==> src/rtl/cdb_rs_if.sv <==
// cdb_rs_if: issue, CDB snoop and dispatch signals of one reservation station.
// master drives issue/CDB/accept; slave is the station itself.
interface cdb_rs_if #(
   parameter int TAG_W  = 5,
   parameter int DATA_W = 32,
   parameter int OP_W   = 4
);
   logic              in_issue_valid;
   logic              out_issue_ready;
   logic [OP_W-1:0]   in_issue_op;
   logic [TAG_W-1:0]  in_issue_qj;
   logic [TAG_W-1:0]  in_issue_qk;
   logic [DATA_W-1:0] in_issue_vj;
   logic [DATA_W-1:0] in_issue_vk;
   logic [TAG_W-1:0]  out_issue_tag;
   logic              in_broadcast;
   logic [TAG_W-1:0]  in_tag;
   logic [DATA_W-1:0] in_val;
   logic              out_dispatch_valid;
   logic              in_dispatch_ready;
   logic [OP_W-1:0]   out_dispatch_op;
   logic [DATA_W-1:0] out_dispatch_vj;
   logic [DATA_W-1:0] out_dispatch_vk;
   logic [TAG_W-1:0]  out_dispatch_tag;

   modport master (
      output in_issue_valid, in_issue_op, in_issue_qj, in_issue_qk,
      output in_issue_vj, in_issue_vk,
      output in_broadcast, in_tag, in_val, in_dispatch_ready,
      input  out_issue_ready, out_issue_tag,
      input  out_dispatch_valid, out_dispatch_op,
      input  out_dispatch_vj, out_dispatch_vk, out_dispatch_tag
   );

   modport slave (
      input  in_issue_valid, in_issue_op, in_issue_qj, in_issue_qk,
      input  in_issue_vj, in_issue_vk,
      input  in_broadcast, in_tag, in_val, in_dispatch_ready,
      output out_issue_ready, out_issue_tag,
      output out_dispatch_valid, out_dispatch_op,
      output out_dispatch_vj, out_dispatch_vk, out_dispatch_tag
   );
endinterface

==> src/rtl/cdb_rs.sv <==
// cdb_rs: reservation station that snoops the CDB and feeds one functional unit.
// Option CDB_RS_BYPASS_EN: capture a same-cycle broadcast into the issuing entry.
module cdb_rs #(
   parameter int ENTRIES  = 4,
   parameter int TAG_W    = 5,
   parameter int DATA_W   = 32,
   parameter int OP_W     = 4,
   parameter int BASE_TAG = 1
) (
   input  logic     clk,
   input  logic     rst_n,
   cdb_rs_if.slave  bus
);
   localparam int IDX_W = (ENTRIES > 1) ? $clog2(ENTRIES) : 1;

   logic [ENTRIES-1:0] r_busy;
   logic [ENTRIES-1:0] r_disp;
   logic [OP_W-1:0]    r_op [ENTRIES];
   logic [TAG_W-1:0]   r_qj [ENTRIES];
   logic [TAG_W-1:0]   r_qk [ENTRIES];
   logic [DATA_W-1:0]  r_vj [ENTRIES];
   logic [DATA_W-1:0]  r_vk [ENTRIES];

   logic [ENTRIES-1:0] w_ready;
   logic               w_free_any;
   logic [IDX_W-1:0]   w_free_idx;
   logic               w_rdy_any;
   logic [IDX_W-1:0]   w_rdy_idx;
   logic               w_snoop;
   logic               w_hit_j;
   logic               w_hit_k;
   logic               w_hazard;
   logic               w_issue_ready;
   logic               w_issue_fire;
   logic               w_disp_fire;
   logic [TAG_W-1:0]   w_new_qj;
   logic [TAG_W-1:0]   w_new_qk;
   logic [DATA_W-1:0]  w_new_vj;
   logic [DATA_W-1:0]  w_new_vk;

   // lowest free entry and lowest ready entry (descending scan keeps lowest)
   always_comb begin
      w_free_any = 1'b0;
      w_free_idx = '0;
      w_rdy_any  = 1'b0;
      w_rdy_idx  = '0;
      for (int i = ENTRIES - 1; i >= 0; i--) begin
         w_ready[i] = r_busy[i] && !r_disp[i]
                      && (r_qj[i] == '0) && (r_qk[i] == '0);
         if (!r_busy[i]) begin
            w_free_any = 1'b1;
            w_free_idx = IDX_W'(i);
         end
         if (w_ready[i]) begin
            w_rdy_any = 1'b1;
            w_rdy_idx = IDX_W'(i);
         end
      end
   end

   // same-cycle CDB match against the incoming issue operands
   always_comb begin
      w_snoop = bus.in_broadcast && (bus.in_tag != '0);
      w_hit_j = w_snoop && (bus.in_issue_qj != '0)
                && (bus.in_issue_qj == bus.in_tag);
      w_hit_k = w_snoop && (bus.in_issue_qk != '0)
                && (bus.in_issue_qk == bus.in_tag);
`ifdef CDB_RS_BYPASS_EN
      w_hazard = 1'b0;
      w_new_qj = w_hit_j ? '0 : bus.in_issue_qj;
      w_new_vj = w_hit_j ? bus.in_val : bus.in_issue_vj;
      w_new_qk = w_hit_k ? '0 : bus.in_issue_qk;
      w_new_vk = w_hit_k ? bus.in_val : bus.in_issue_vk;
`else
      // without bypass the issue stalls so the broadcast is not lost
      w_hazard = w_hit_j || w_hit_k;
      w_new_qj = bus.in_issue_qj;
      w_new_vj = bus.in_issue_vj;
      w_new_qk = bus.in_issue_qk;
      w_new_vk = bus.in_issue_vk;
`endif
   end

   // issue and dispatch handshakes, outputs zeroed when idle
   always_comb begin
      w_issue_ready = rst_n && w_free_any && !w_hazard;
      w_issue_fire  = w_issue_ready && bus.in_issue_valid;
      w_disp_fire   = w_rdy_any && bus.in_dispatch_ready;
      bus.out_issue_ready    = w_issue_ready;
      bus.out_issue_tag      = w_issue_ready
                               ? TAG_W'(BASE_TAG) + TAG_W'(w_free_idx) : '0;
      bus.out_dispatch_valid = w_rdy_any;
      bus.out_dispatch_op    = w_rdy_any ? r_op[w_rdy_idx] : '0;
      bus.out_dispatch_vj    = w_rdy_any ? r_vj[w_rdy_idx] : '0;
      bus.out_dispatch_vk    = w_rdy_any ? r_vk[w_rdy_idx] : '0;
      bus.out_dispatch_tag   = w_rdy_any
                               ? TAG_W'(BASE_TAG) + TAG_W'(w_rdy_idx) : '0;
   end

   // per-entry state: issue write, operand capture, dispatch mark, free
   always_ff @(posedge clk or negedge rst_n) begin
      if (!rst_n) begin
         r_busy <= '0;
         r_disp <= '0;
         for (int i = 0; i < ENTRIES; i++) begin
            r_op[i] <= '0;
            r_qj[i] <= '0;
            r_qk[i] <= '0;
            r_vj[i] <= '0;
            r_vk[i] <= '0;
         end
      end else begin
         for (int i = 0; i < ENTRIES; i++) begin
            if (w_issue_fire && (w_free_idx == IDX_W'(i))) begin
               r_busy[i] <= 1'b1;
               r_disp[i] <= 1'b0;
               r_op[i]   <= bus.in_issue_op;
               r_qj[i]   <= w_new_qj;
               r_vj[i]   <= w_new_vj;
               r_qk[i]   <= w_new_qk;
               r_vk[i]   <= w_new_vk;
            end else if (r_busy[i]) begin
               if (w_snoop && (r_qj[i] == bus.in_tag)) begin
                  r_qj[i] <= '0;
                  r_vj[i] <= bus.in_val;
               end
               if (w_snoop && (r_qk[i] == bus.in_tag)) begin
                  r_qk[i] <= '0;
                  r_vk[i] <= bus.in_val;
               end
               if (w_disp_fire && (w_rdy_idx == IDX_W'(i))) begin
                  r_disp[i] <= 1'b1;
               end
               // free wins over a coincident dispatch
               if (bus.in_broadcast
                   && (bus.in_tag == TAG_W'(BASE_TAG + i))) begin
                  r_busy[i] <= 1'b0;
               end
            end
         end
      end
   end
endmodule
==> src/flat_wrapper.sv <==
// flat-port wrapper written by rule: the top's interface ports become plain ports
module cdb_rs_flat 
#(
   parameter int ENTRIES  = 4,
   parameter int TAG_W    = 5,
   parameter int DATA_W   = 32,
   parameter int OP_W     = 4,
   parameter int BASE_TAG = 1
)
  (clk, rst_n, bus_in_issue_valid, bus_in_issue_op, bus_in_issue_qj, bus_in_issue_qk, bus_in_issue_vj, bus_in_issue_vk, bus_in_broadcast, bus_in_tag, bus_in_val, bus_in_dispatch_ready, bus_out_issue_ready, bus_out_issue_tag, bus_out_dispatch_valid, bus_out_dispatch_op, bus_out_dispatch_vj, bus_out_dispatch_vk, bus_out_dispatch_tag);
  cdb_rs_if #(.TAG_W(TAG_W), .DATA_W(DATA_W), .OP_W(OP_W)) bus_i ();
  input  logic clk;
  input  logic rst_n;
  input wire logic [$bits(bus_i.in_issue_valid)-1:0] bus_in_issue_valid;
  input wire logic [$bits(bus_i.in_issue_op)-1:0] bus_in_issue_op;
  input wire logic [$bits(bus_i.in_issue_qj)-1:0] bus_in_issue_qj;
  input wire logic [$bits(bus_i.in_issue_qk)-1:0] bus_in_issue_qk;
  input wire logic [$bits(bus_i.in_issue_vj)-1:0] bus_in_issue_vj;
  input wire logic [$bits(bus_i.in_issue_vk)-1:0] bus_in_issue_vk;
  input wire logic [$bits(bus_i.in_broadcast)-1:0] bus_in_broadcast;
  input wire logic [$bits(bus_i.in_tag)-1:0] bus_in_tag;
  input wire logic [$bits(bus_i.in_val)-1:0] bus_in_val;
  input wire logic [$bits(bus_i.in_dispatch_ready)-1:0] bus_in_dispatch_ready;
  output wire logic [$bits(bus_i.out_issue_ready)-1:0] bus_out_issue_ready;
  output wire logic [$bits(bus_i.out_issue_tag)-1:0] bus_out_issue_tag;
  output wire logic [$bits(bus_i.out_dispatch_valid)-1:0] bus_out_dispatch_valid;
  output wire logic [$bits(bus_i.out_dispatch_op)-1:0] bus_out_dispatch_op;
  output wire logic [$bits(bus_i.out_dispatch_vj)-1:0] bus_out_dispatch_vj;
  output wire logic [$bits(bus_i.out_dispatch_vk)-1:0] bus_out_dispatch_vk;
  output wire logic [$bits(bus_i.out_dispatch_tag)-1:0] bus_out_dispatch_tag;
  assign bus_i.in_issue_valid = bus_in_issue_valid;
  assign bus_i.in_issue_op = bus_in_issue_op;
  assign bus_i.in_issue_qj = bus_in_issue_qj;
  assign bus_i.in_issue_qk = bus_in_issue_qk;
  assign bus_i.in_issue_vj = bus_in_issue_vj;
  assign bus_i.in_issue_vk = bus_in_issue_vk;
  assign bus_i.in_broadcast = bus_in_broadcast;
  assign bus_i.in_tag = bus_in_tag;
  assign bus_i.in_val = bus_in_val;
  assign bus_i.in_dispatch_ready = bus_in_dispatch_ready;
  assign bus_out_issue_ready = bus_i.out_issue_ready;
  assign bus_out_issue_tag = bus_i.out_issue_tag;
  assign bus_out_dispatch_valid = bus_i.out_dispatch_valid;
  assign bus_out_dispatch_op = bus_i.out_dispatch_op;
  assign bus_out_dispatch_vj = bus_i.out_dispatch_vj;
  assign bus_out_dispatch_vk = bus_i.out_dispatch_vk;
  assign bus_out_dispatch_tag = bus_i.out_dispatch_tag;
  cdb_rs #(.ENTRIES(ENTRIES), .TAG_W(TAG_W), .DATA_W(DATA_W), .OP_W(OP_W), .BASE_TAG(BASE_TAG)) u_core (.clk(clk), .rst_n(rst_n), .bus(bus_i));
endmodule
==> config.mk <==
export PLATFORM = sky130hd
export DESIGN_NAME = cdb_rs_flat
export DESIGN_NICKNAME = d
export VERILOG_FILES = /design/src/rtl/cdb_rs_if.sv /design/src/rtl/cdb_rs.sv /design/src/flat_wrapper.sv
export SDC_FILE = /design/constraint.sdc
export NUM_CORES = 1
export LEC_CHECK = 0
export CAP_MARGIN = 20
export CORE_AREA = 2 2 236 180
export DETAILED_ROUTE_END_ITERATION = 10
export DIE_AREA = 0 0 238 182
export DONT_BUFFER_PORTS = 1
export GPL_TIMING_DRIVEN = 0
export PLACE_DENSITY = 0.66
export SLEW_MARGIN = 0
export SYNTH_ARGS = -nofsm -noshare
export SYNTH_HDL_FRONTEND = slang
export SYNTH_SLANG_ARGS = --single-unit
==> constraint.sdc <==
create_clock -name clk -period 2.6 [get_ports clk]
set_input_delay 0.39 -clock clk [delete_from_list [all_inputs] [get_ports clk]]
set_output_delay 0.39 -clock clk [all_outputs]
set_load 0.01 [all_outputs]
==> results of run 1 <==
-- area by class of cell --
| class | instances | area (µm²) |
|---|---|---|
| Clock buffer | 48 | 1027 |
| Multi-Input combinational cell | 1090 | 12400 |
| Fill cell | 3055 | 16240 |
| Tap cell | 536 | 670.6 |
| Timing Repair Buffer | 116 | 1361 |
| Buffer | 140 | 1375 |
| Clock inverter | 15 | 185.2 |
| Sequential cell | 320 | 8016 |
| Inverter | 6 | 38.79 |
-- registers in the layout, indices dropped and copies added (netlist names) --
register and cells:
u_core.r_qj 20, u_core.r_vk 128, u_core.r_op 16, u_core.r_vj 128, u_core.r_busy 4, u_core.r_disp 4, u_core.r_qk 20
-- Yosys cell counts (all sizes together) --
cell type | count | area share (%)
a211oi | 48 | 1.9
nor2b | 40 | 1.3
mux2i | 21 | 1.1
nand2 | 14 | 0.28
o2111ai | 4 | 0.55
and4 | 8 | 0.37
nor2 | 16 | 0.32
nor4 | 8 | 0.26
xor2 | 50 | 2.3
clkbuf | 59 | 1.2
nand3 | 52 | 1.4
mux2 | 568 | 34
a22oi | 1 | 0.11
a21boi | 3 | 0.16
nand2b | 1 | 0.033
o21ai | 72 | 1.9
a41oi | 4 | 0.18
a311oi | 47 | 2.2
conb | 1 | 0.020
a221oi | 21 | 0.97
o21a | 1 | 0.040
nor4b | 5 | 0.30
dfrtp | 320 | 42
ha | 8 | 0.53
buf | 86 | 2.9
nand4 | 1 | 0.033
nor3 | 12 | 0.34
a31oi | 25 | 0.82
and2 | 3 | 0.099
a21oi | 1 | 0.026
and3 | 50 | 1.6
o211a | 1 | 0.053
a2111oi | 1 | 0.079
inv | 6 | 0.12
-- metrics by stage --
stage	power, mW	worst slack (ns)	area [µm²]
after CTS	24.83	-0.6166	23960
after global placement	17.05	-1.428	19690
after detailed placement	17.49	-1.320	19700
after global routing	27.02	-0.7240	25080
after floorplan	15.55	0.1254	19020
final	25.94	-0.6938	25080
-- per-layer routing --
metal | track usage [%] | routed length [µm] | vias up
met4 | 11.48 | 2234 | 0
met5 | 0 | 0 | -
met3 | 8.969 | 7080 | 149
met2 | 47.43 | 31850 | 743
li1 | - | - | 6133
met1 | 41.61 | 28920 | 7765
-- power by group through the flow --
| stage | Sequential (mW) | Clock, mW | Combinational, mW |
|---|---|---|---|
| floorplan | 8.48 | 0 | 7.08 |
| global placement | 8.79 | 0 | 8.27 |
| detailed placement | 8.91 | 0 | 8.58 |
| CTS | 9.08 | 5.35 | 10.4 |
| global route | 9.57 | 5.58 | 11.9 |
| finish | 9.36 | 5.35 | 11.2 |
-- cell families after synthesis --
group	count (synthesis)	share of synthesized area, %
and+or+nand+nor	210	6.358
other	1	0.01973
buffers and inverters	151	4.252
adders and majority gates	8	0.5266
AOI/OAI and AO/OA	229	8.951
muxes	589	35.46
xor gates and xnor gates	50	2.304
DFF	320	42.12
-- repair_timing --
action / 4_1_cts / 5_1_grt
resized for setup: 424 / 206
setup buffers: 31 / 27
gates cloned: 7 / 6
setup endpoints to repair: 262 / 137
pin swaps: 68 / 83
hold endpoints to repair: 389 / 329
hold buffers: 42 / 7
-- cells in the final DEF (no fill, tap or decap), types with 16 or more instances in the layout --
master,n
clkbuf_4,17
a211oi_2,26
a211oi_4,21
dfrtp_1,313
buf_12,23
mux2i_1,21
and3_4,27
nor2b_1,40
o21ai_2,27
buf_4,67
buf_2,34
mux2_4,36
clkbuf_16,52
dlygate4sd3_1,49
a221oi_4,16
xor2_1,50
nand3_1,40
o21ai_0,18
a311oi_4,41
mux2_2,521
buf_6,21
and3_1,22
o21ai_1,23
-- critical path: cells and delay by family (launching register included) --
kind / cells / cell delay (ns)
AO/OA/AOI/OAI: 2 / 0.70
flip-flops: 1 / 0.42
AND/OR/NAND/NOR: 2 / 0.66
buffers and inverters: 4 / 0.59
-- final timing paths --
path                                startpoint                     end
max reg2reg                    u_core.r_qk[14]         u_core.r_vk[89]
max                           u_core.r_disp[3]  bus_out_dispatch_vj[5]
min in group clk           bus_in_issue_vj[25]         u_core.r_vj[25]
min reg2reg                     u_core.r_op[1]          u_core.r_op[1]
max in group asynchronous                rst_n         u_core.r_vk[56]
min                                      rst_n          u_core.r_op[7]
==> impl_metrics.xml, run 1 <==
<?xml version="1.0" encoding="UTF-8"?>
<metrics>
  <group name="timing">
    <metric name="rsz0062_at_grt" unit="">yes</metric>
    <metric name="finalMaxSlewViolations" unit="">0</metric>
    <metric name="fin_tns_setup" unit="ns">-39.00</metric>
    <metric name="finClkSkew" unit="ns">0.02792</metric>
    <metric name="clock.fmax" unit="GHz">0.3036</metric>
    <metric name="hold_viol" unit="">320</metric>
    <metric name="post-route-period-util" unit="%">126.7</metric>
    <metric name="timing_worst_slew_pin_value" unit="ns">0.8814</metric>
    <metric name="fin_ws" unit="ns">-0.6938</metric>
    <metric name="holdWs" unit="ns">-0.4125</metric>
    <metric name="setup_viol" unit="">84</metric>
    <metric name="finalWorstPathRequiredPeriod" unit="ns">3.294</metric>
    <metric name="relative_slew_slack" unit="%">41.24</metric>
  </group>
  <group name="critical_path">
    <metric name="timing.critical_path.from_type" unit="">flop</metric>
    <metric name="endpoint_kind" unit="">output port</metric>
    <metric name="cp_data_required_time" unit="ns">2.21</metric>
    <metric name="arrival_time_of_data_at_the_critical_path_endpoint" unit="ns">2.90</metric>
    <metric name="setup.worst_path.class" unit="">flop to output port</metric>
    <metric name="cp_max_fo" unit="">7</metric>
    <metric name="slowest_stage" unit="">a311oi_4</metric>
    <metric name="rr_worst_depth" unit="">8</metric>
    <metric name="regToRegSetupSlack" unit="ns">-0.07</metric>
    <metric name="critical-path-max-stage-delay" unit="ns">0.50</metric>
    <metric name="critical_path.cell_chain" unit="">nor4b_4, and3_4, o211a_1, buf_8, clkinv_8, buf_12, clkbuf_16, a311oi_4</metric>
  </group>
  <group name="clock_tree">
    <metric name="cts_tree" unit="">built</metric>
    <metric name="clk-insertion-delay-late" unit="ns">0.53</metric>
    <metric name="clkSlewWorstSetupHoldPaths" unit="ns">0.06</metric>
    <metric name="cts_sinks" unit="">320</metric>
    <metric name="max-clock-path-buffers" unit="">3</metric>
    <metric name="cts_buffers" unit="">36</metric>
    <metric name="cts.root.buffer_cell" unit="">clkbuf_16</metric>
    <metric name="cts_max_level" unit="">2</metric>
  </group>
  <group name="yosys">
    <metric name="cell_area_after_synthesis" unit="µm²">19010</metric>
    <metric name="post_synth_num_cell_types" unit="">46</metric>
    <metric name="syn_inst" unit="">1558</metric>
    <metric name="synth_seq_cells" unit="">320</metric>
    <metric name="seq_total_area_yosys" unit="%">42.12</metric>
    <metric name="avgSynthCellArea" unit="µm²">12.20</metric>
    <metric name="yosysWarnings" unit="">0</metric>
  </group>
  <group name="die">
    <metric name="num_io_pins" unit="">200</metric>
    <metric name="core" unit="µm²">41310</metric>
    <metric name="floorplan.initialDensity" unit="%">46.01</metric>
    <metric name="die_height" unit="µm">182</metric>
    <metric name="die_area" unit="µm²">43320</metric>
    <metric name="row_count" unit="">65</metric>
    <metric name="chipWidth" unit="µm">238</metric>
  </group>
  <group name="layout">
    <metric name="layout_cell_share_with_drive_strength_beyond_1" unit="%">61.15</metric>
    <metric name="antennaDiodeCount" unit="">0</metric>
    <metric name="finish.utilization" unit="%">60.70</metric>
    <metric name="finish.cell_count_without_fillers" unit="">2271</metric>
    <metric name="num-nets-final" unit="">1838</metric>
    <metric name="syn_to_final_growth" unit="%">31.93</metric>
  </group>
  <group name="place">
    <metric name="post-dp-hpwl" unit="mm">43.70</metric>
    <metric name="port-buffer-count" unit="">0</metric>
    <metric name="gpl.final_weighted_congestion" unit="">0.8571</metric>
    <metric name="post_placement_cell_count" unit="">2097</metric>
  </group>
  <group name="power_and_ir_drop">
    <metric name="relative_contribution_of_the_clock_network_to_total_power" unit="%">20.6</metric>
    <metric name="powerDensity" unit="nW/µm²">1034</metric>
    <metric name="pwr-share-seq" unit="%">36.1</metric>
    <metric name="internal-power" unit="mW">17.04</metric>
    <metric name="total_switching_power" unit="mW">8.898</metric>
    <metric name="swShare" unit="%">34.31</metric>
    <metric name="p_leak" unit="nW">10.13</metric>
    <metric name="vdd_drop_max" unit="V">0.0006899</metric>
    <metric name="combPwrFrac" unit="%">43.3</metric>
  </group>
  <group name="worst_hold_path">
    <metric name="worst_hold_path_type" unit="">input port to asynchronous set/reset pin</metric>
  </group>
  <group name="route">
    <metric name="drc_violation_total_after_the_first_tritonroute_iteration" unit="">1501</metric>
    <metric name="routed_via_density" unit="">6.513</metric>
    <metric name="postRouteAntennaNets" unit="">0</metric>
    <metric name="drtPass1Iterations" unit="">5</metric>
    <metric name="postRouteWirelength" unit="mm">70.09</metric>
    <metric name="total_number_of_vias" unit="">14790</metric>
    <metric name="drc" unit="">0</metric>
    <metric name="wl_per_cell" unit="µm">30.86</metric>
  </group>
  <group name="global_routing">
    <metric name="wire_length_of_the_first_global_routing_pass" unit="mm">99.34</metric>
    <metric name="antenna_found_initial" unit="">0</metric>
    <metric name="grt_overflow" unit="">0</metric>
    <metric name="first_global_vias" unit="">15040</metric>
    <metric name="grt_max_degree" unit="">322</metric>
    <metric name="gr-usage-all-layers" unit="%">30.94</metric>
  </group>
  <group name="run_status">
    <metric name="run_status" unit="">finished, violations left</metric>
    <metric name="failing_checks" unit="">negative hold slack, negative setup slack</metric>
  </group>
  <group name="run">
    <metric name="maxCapViolations" unit="">0</metric>
  </group>
</metrics>
No activity file was read; power rests on OpenSTA's default activity.
==> inputs of run 2 (changes only) <==
--- a/config.mk
+++ b/config.mk
@@ -6,12 +6,12 @@
 export NUM_CORES = 1
 export LEC_CHECK = 0
 export CAP_MARGIN = 20
-export CORE_AREA = 2 2 236 180
+export CORE_AREA = 2 2 209 160
 export DETAILED_ROUTE_END_ITERATION = 10
-export DIE_AREA = 0 0 238 182
+export DIE_AREA = 0 0 211 162
 export DONT_BUFFER_PORTS = 1
 export GPL_TIMING_DRIVEN = 0
-export PLACE_DENSITY = 0.66
+export PLACE_DENSITY = 0.8
 export SLEW_MARGIN = 0
 export SYNTH_ARGS = -nofsm -noshare
 export SYNTH_HDL_FRONTEND = slang
==> run 2 against run 1 <==
  * Wire length increased by 6.5%
  * Critical path depth unchanged
  * Via count up 7.3%
  * Final cell count is 6.6% lower
  * Largest power group unchanged
  * Highest routed layer unchanged
  * The run still ends with negative hold slack, negative setup slack left
==> impl_metrics.xml, run 2 (same netlist as run 1, synthesis figures left out) <==
<?xml version="1.0" encoding="UTF-8"?>
<metrics>
  <group name="critical_path">
    <metric name="endpoint_kind" unit="">output port</metric>
    <metric name="cp_max_fo" unit="">6</metric>
    <metric name="setup.worst_path.class" unit="">flop to output port</metric>
    <metric name="critical_path.cell_chain" unit="">nor4_4, and3_4, o211a_1, buf_6, inv_8, buf_12, clkbuf_16, a311oi_4</metric>
    <metric name="cp_data_required_time" unit="ns">2.21</metric>
    <metric name="slowest_stage" unit="">a311oi_4</metric>
    <metric name="timing.critical_path.buf_inv" unit="">4</metric>
    <metric name="timing.critical_path.from_type" unit="">flop</metric>
    <metric name="crit_family" unit="">simple AND/OR/NAND/NOR gates</metric>
    <metric name="critical-path-max-stage-delay" unit="ns">0.47</metric>
    <metric name="arrival_time_of_data_at_the_critical_path_endpoint" unit="ns">2.96</metric>
  </group>
  <group name="power_and_ir_drop">
    <metric name="powerDensity" unit="nW/µm²">1077</metric>
    <metric name="vdd_drop_max" unit="V">0.0007444</metric>
    <metric name="p_leak" unit="nW">9.979</metric>
  </group>
  <group name="die">
    <metric name="row_count" unit="">57</metric>
    <metric name="core" unit="µm²">32020</metric>
    <metric name="die_area" unit="µm²">34180</metric>
    <metric name="num_io_pins" unit="">200</metric>
    <metric name="floorplan.initialDensity" unit="%">59.36</metric>
    <metric name="chipWidth" unit="µm">211</metric>
    <metric name="die_height" unit="µm">162</metric>
  </group>
  <group name="timing">
    <metric name="fin_ws" unit="ns">-0.7477</metric>
    <metric name="fin_tns_setup" unit="ns">-50.34</metric>
    <metric name="finalMaxSlewViolations" unit="">0</metric>
    <metric name="finClkSkew" unit="ns">0.01773</metric>
    <metric name="relative_slew_slack" unit="%">38.64</metric>
    <metric name="hold_viol" unit="">343</metric>
    <metric name="finalWorstPathRequiredPeriod" unit="ns">3.348</metric>
    <metric name="rsz0062_at_grt" unit="">yes</metric>
    <metric name="timing_worst_slew_pin_value" unit="ns">0.9205</metric>
    <metric name="post-route-period-util" unit="%">128.8</metric>
    <metric name="holdWs" unit="ns">-0.4217</metric>
    <metric name="setup_viol" unit="">154</metric>
    <metric name="clock.fmax" unit="GHz">0.2987</metric>
  </group>
  <group name="run">
    <metric name="maxCapViolations" unit="">0</metric>
  </group>
  <group name="route">
    <metric name="postRouteAntennaNets" unit="">0</metric>
    <metric name="wl_per_cell" unit="µm">35.20</metric>
    <metric name="drtPass1Iterations" unit="">8</metric>
    <metric name="total_number_of_vias" unit="">15870</metric>
    <metric name="drc_violation_total_after_the_first_tritonroute_iteration" unit="">1904</metric>
    <metric name="routed_via_density" unit="">7.485</metric>
    <metric name="postRouteWirelength" unit="mm">74.63</metric>
    <metric name="drc" unit="">0</metric>
  </group>
  <group name="layout">
    <metric name="syn_to_final_growth" unit="%">29.13</metric>
    <metric name="layout_commonest_cell" unit="">mux2_2</metric>
    <metric name="multi_input_comb_area" unit="µm²">12420</metric>
    <metric name="most-common-layout-cells" unit="">521 x mux2_2, 314 x dfrtp_1, 63 x buf_4</metric>
    <metric name="finish.utilization" unit="%">76.65</metric>
    <metric name="fin_area" unit="µm²">24550</metric>
    <metric name="layout.filler_cells" unit="">1672</metric>
    <metric name="num-nets-final" unit="">1810</metric>
    <metric name="layout_cell_share_with_drive_strength_beyond_1" unit="%">60.02</metric>
    <metric name="ff_latch_area" unit="µm²">8015</metric>
    <metric name="reg.largest.list" unit="">u_core.r_vj: 128 flops, u_core.r_vk: 128 flops</metric>
  </group>
  <group name="global_routing">
    <metric name="wire_length_of_the_first_global_routing_pass" unit="mm">99.32</metric>
    <metric name="grt_overflow" unit="">0</metric>
    <metric name="grt_max_degree" unit="">322</metric>
    <metric name="first_global_vias" unit="">15880</metric>
    <metric name="antenna_found_initial" unit="">1</metric>
    <metric name="gr-usage-all-layers" unit="%">39.24</metric>
  </group>
  <group name="clock_tree">
    <metric name="cts_sinks" unit="">320</metric>
    <metric name="cts_buffers" unit="">34</metric>
    <metric name="cts_max_level" unit="">2</metric>
    <metric name="clkSlewWorstSetupHoldPaths" unit="ns">0.07</metric>
    <metric name="cts.root.buffer_cell" unit="">clkbuf_16</metric>
    <metric name="max-clock-path-buffers" unit="">3</metric>
    <metric name="cts_tree" unit="">built</metric>
    <metric name="clk-insertion-delay-late" unit="ns">0.55</metric>
  </group>
  <group name="run_status">
    <metric name="failing_checks" unit="">negative hold slack, negative setup slack</metric>
    <metric name="run_status" unit="">finished, violations left</metric>
  </group>
  <group name="place">
    <metric name="gpl.final_weighted_congestion" unit="">0.9247</metric>
    <metric name="port-buffer-count" unit="">0</metric>
    <metric name="post-dp-hpwl" unit="mm">41.53</metric>
    <metric name="dpl_worst_slack" unit="ns">-1.172</metric>
    <metric name="placedInstanceArea" unit="µm²">19550</metric>
  </group>
  <group name="worst_hold_path">
    <metric name="worst_hold_path_type" unit="">input port to asynchronous set/reset pin</metric>
  </group>
</metrics>
==> run 2: changes by cell type in the layout (fill, tap and decap cells not counted), sizes merged <==
cell	previous run	this run
buf	162	147
bufinv	4	2
dlygate4sd3	49	34
clkinv	10	6
clkinvlp	2	3
diode	0	1
bufbuf	1	0
clkbuf	92	99
==> run 2: path summary, 6_finish.rpt <==
check                                    from                endpoint  slack, ns  cells past startpoint
min in group clk           bus_in_issue_vj[3]         u_core.r_vj[35]      -0.01                      1
hold reg to reg                u_core.r_op[2]          u_core.r_op[2]       0.51                      1
setup reg to reg               u_core.r_qj[1]        u_core.r_disp[0]      -0.18                     14
hold / removal                          rst_n         u_core.r_vj[94]      -0.42                      0
setup / recovery               u_core.r_qj[5]  bus_out_dispatch_vj[5]      -0.75                      8
max in group asynchronous               rst_n          u_core.r_vk[2]       2.35                      0
==> run 2: final cells by class <==
type / count / area share (%)
timing repair buffer: 87 / 4.261
multi-input combinational: 1090 / 50.61
sequential: 320 / 32.65
antenna: 1 / 0.01019
clock buffer: 50 / 4.297
clock inverter: 10 / 0.4282
buffer: 143 / 5.495
tap: 413 / 2.105
inverter: 6 / 0.1376
==> run 2: stage by stage <==
stage,std cells,total power [mW]
after global placement,1974,16.92
after detailed placement,1975,17.49
after CTS,2085,24.44
after global routing,2120,27.15
final,2120,26.44
after floorplan,1561,15.55
==> run 2: routing by layer <==
layer	global-route usage (%)	wire [µm]	part of all wire, %
met5	0	0	0
met4	21.41	4973	6.7
met3	13.53	9961	13
met2	59.69	32680	44
met1	49.33	27010	36
==> run 2: power by group <==
| part | internal [mW] | total (mW) | switching, mW |
|---|---|---|---|
| Clock | 3.02 | 5.22 | 2.20 |
| Combinational | 6.26 | 11.7 | 5.39 |
| Sequential | 7.50 | 9.57 | 2.07 |
| Total | 16.8 | 26.4 | 9.66 |
==> run 2: timing repair <==
item / in CTS / in global routing
setup endpoints to repair: 146 / 166
pin swaps: 52 / 32
gates resized for setup: 405 / 192
gates cloned: 7 / 6
hold buffers: 25 / 9
setup buffers: 20 / 19
endpoints found under the hold margin: 350 / 331
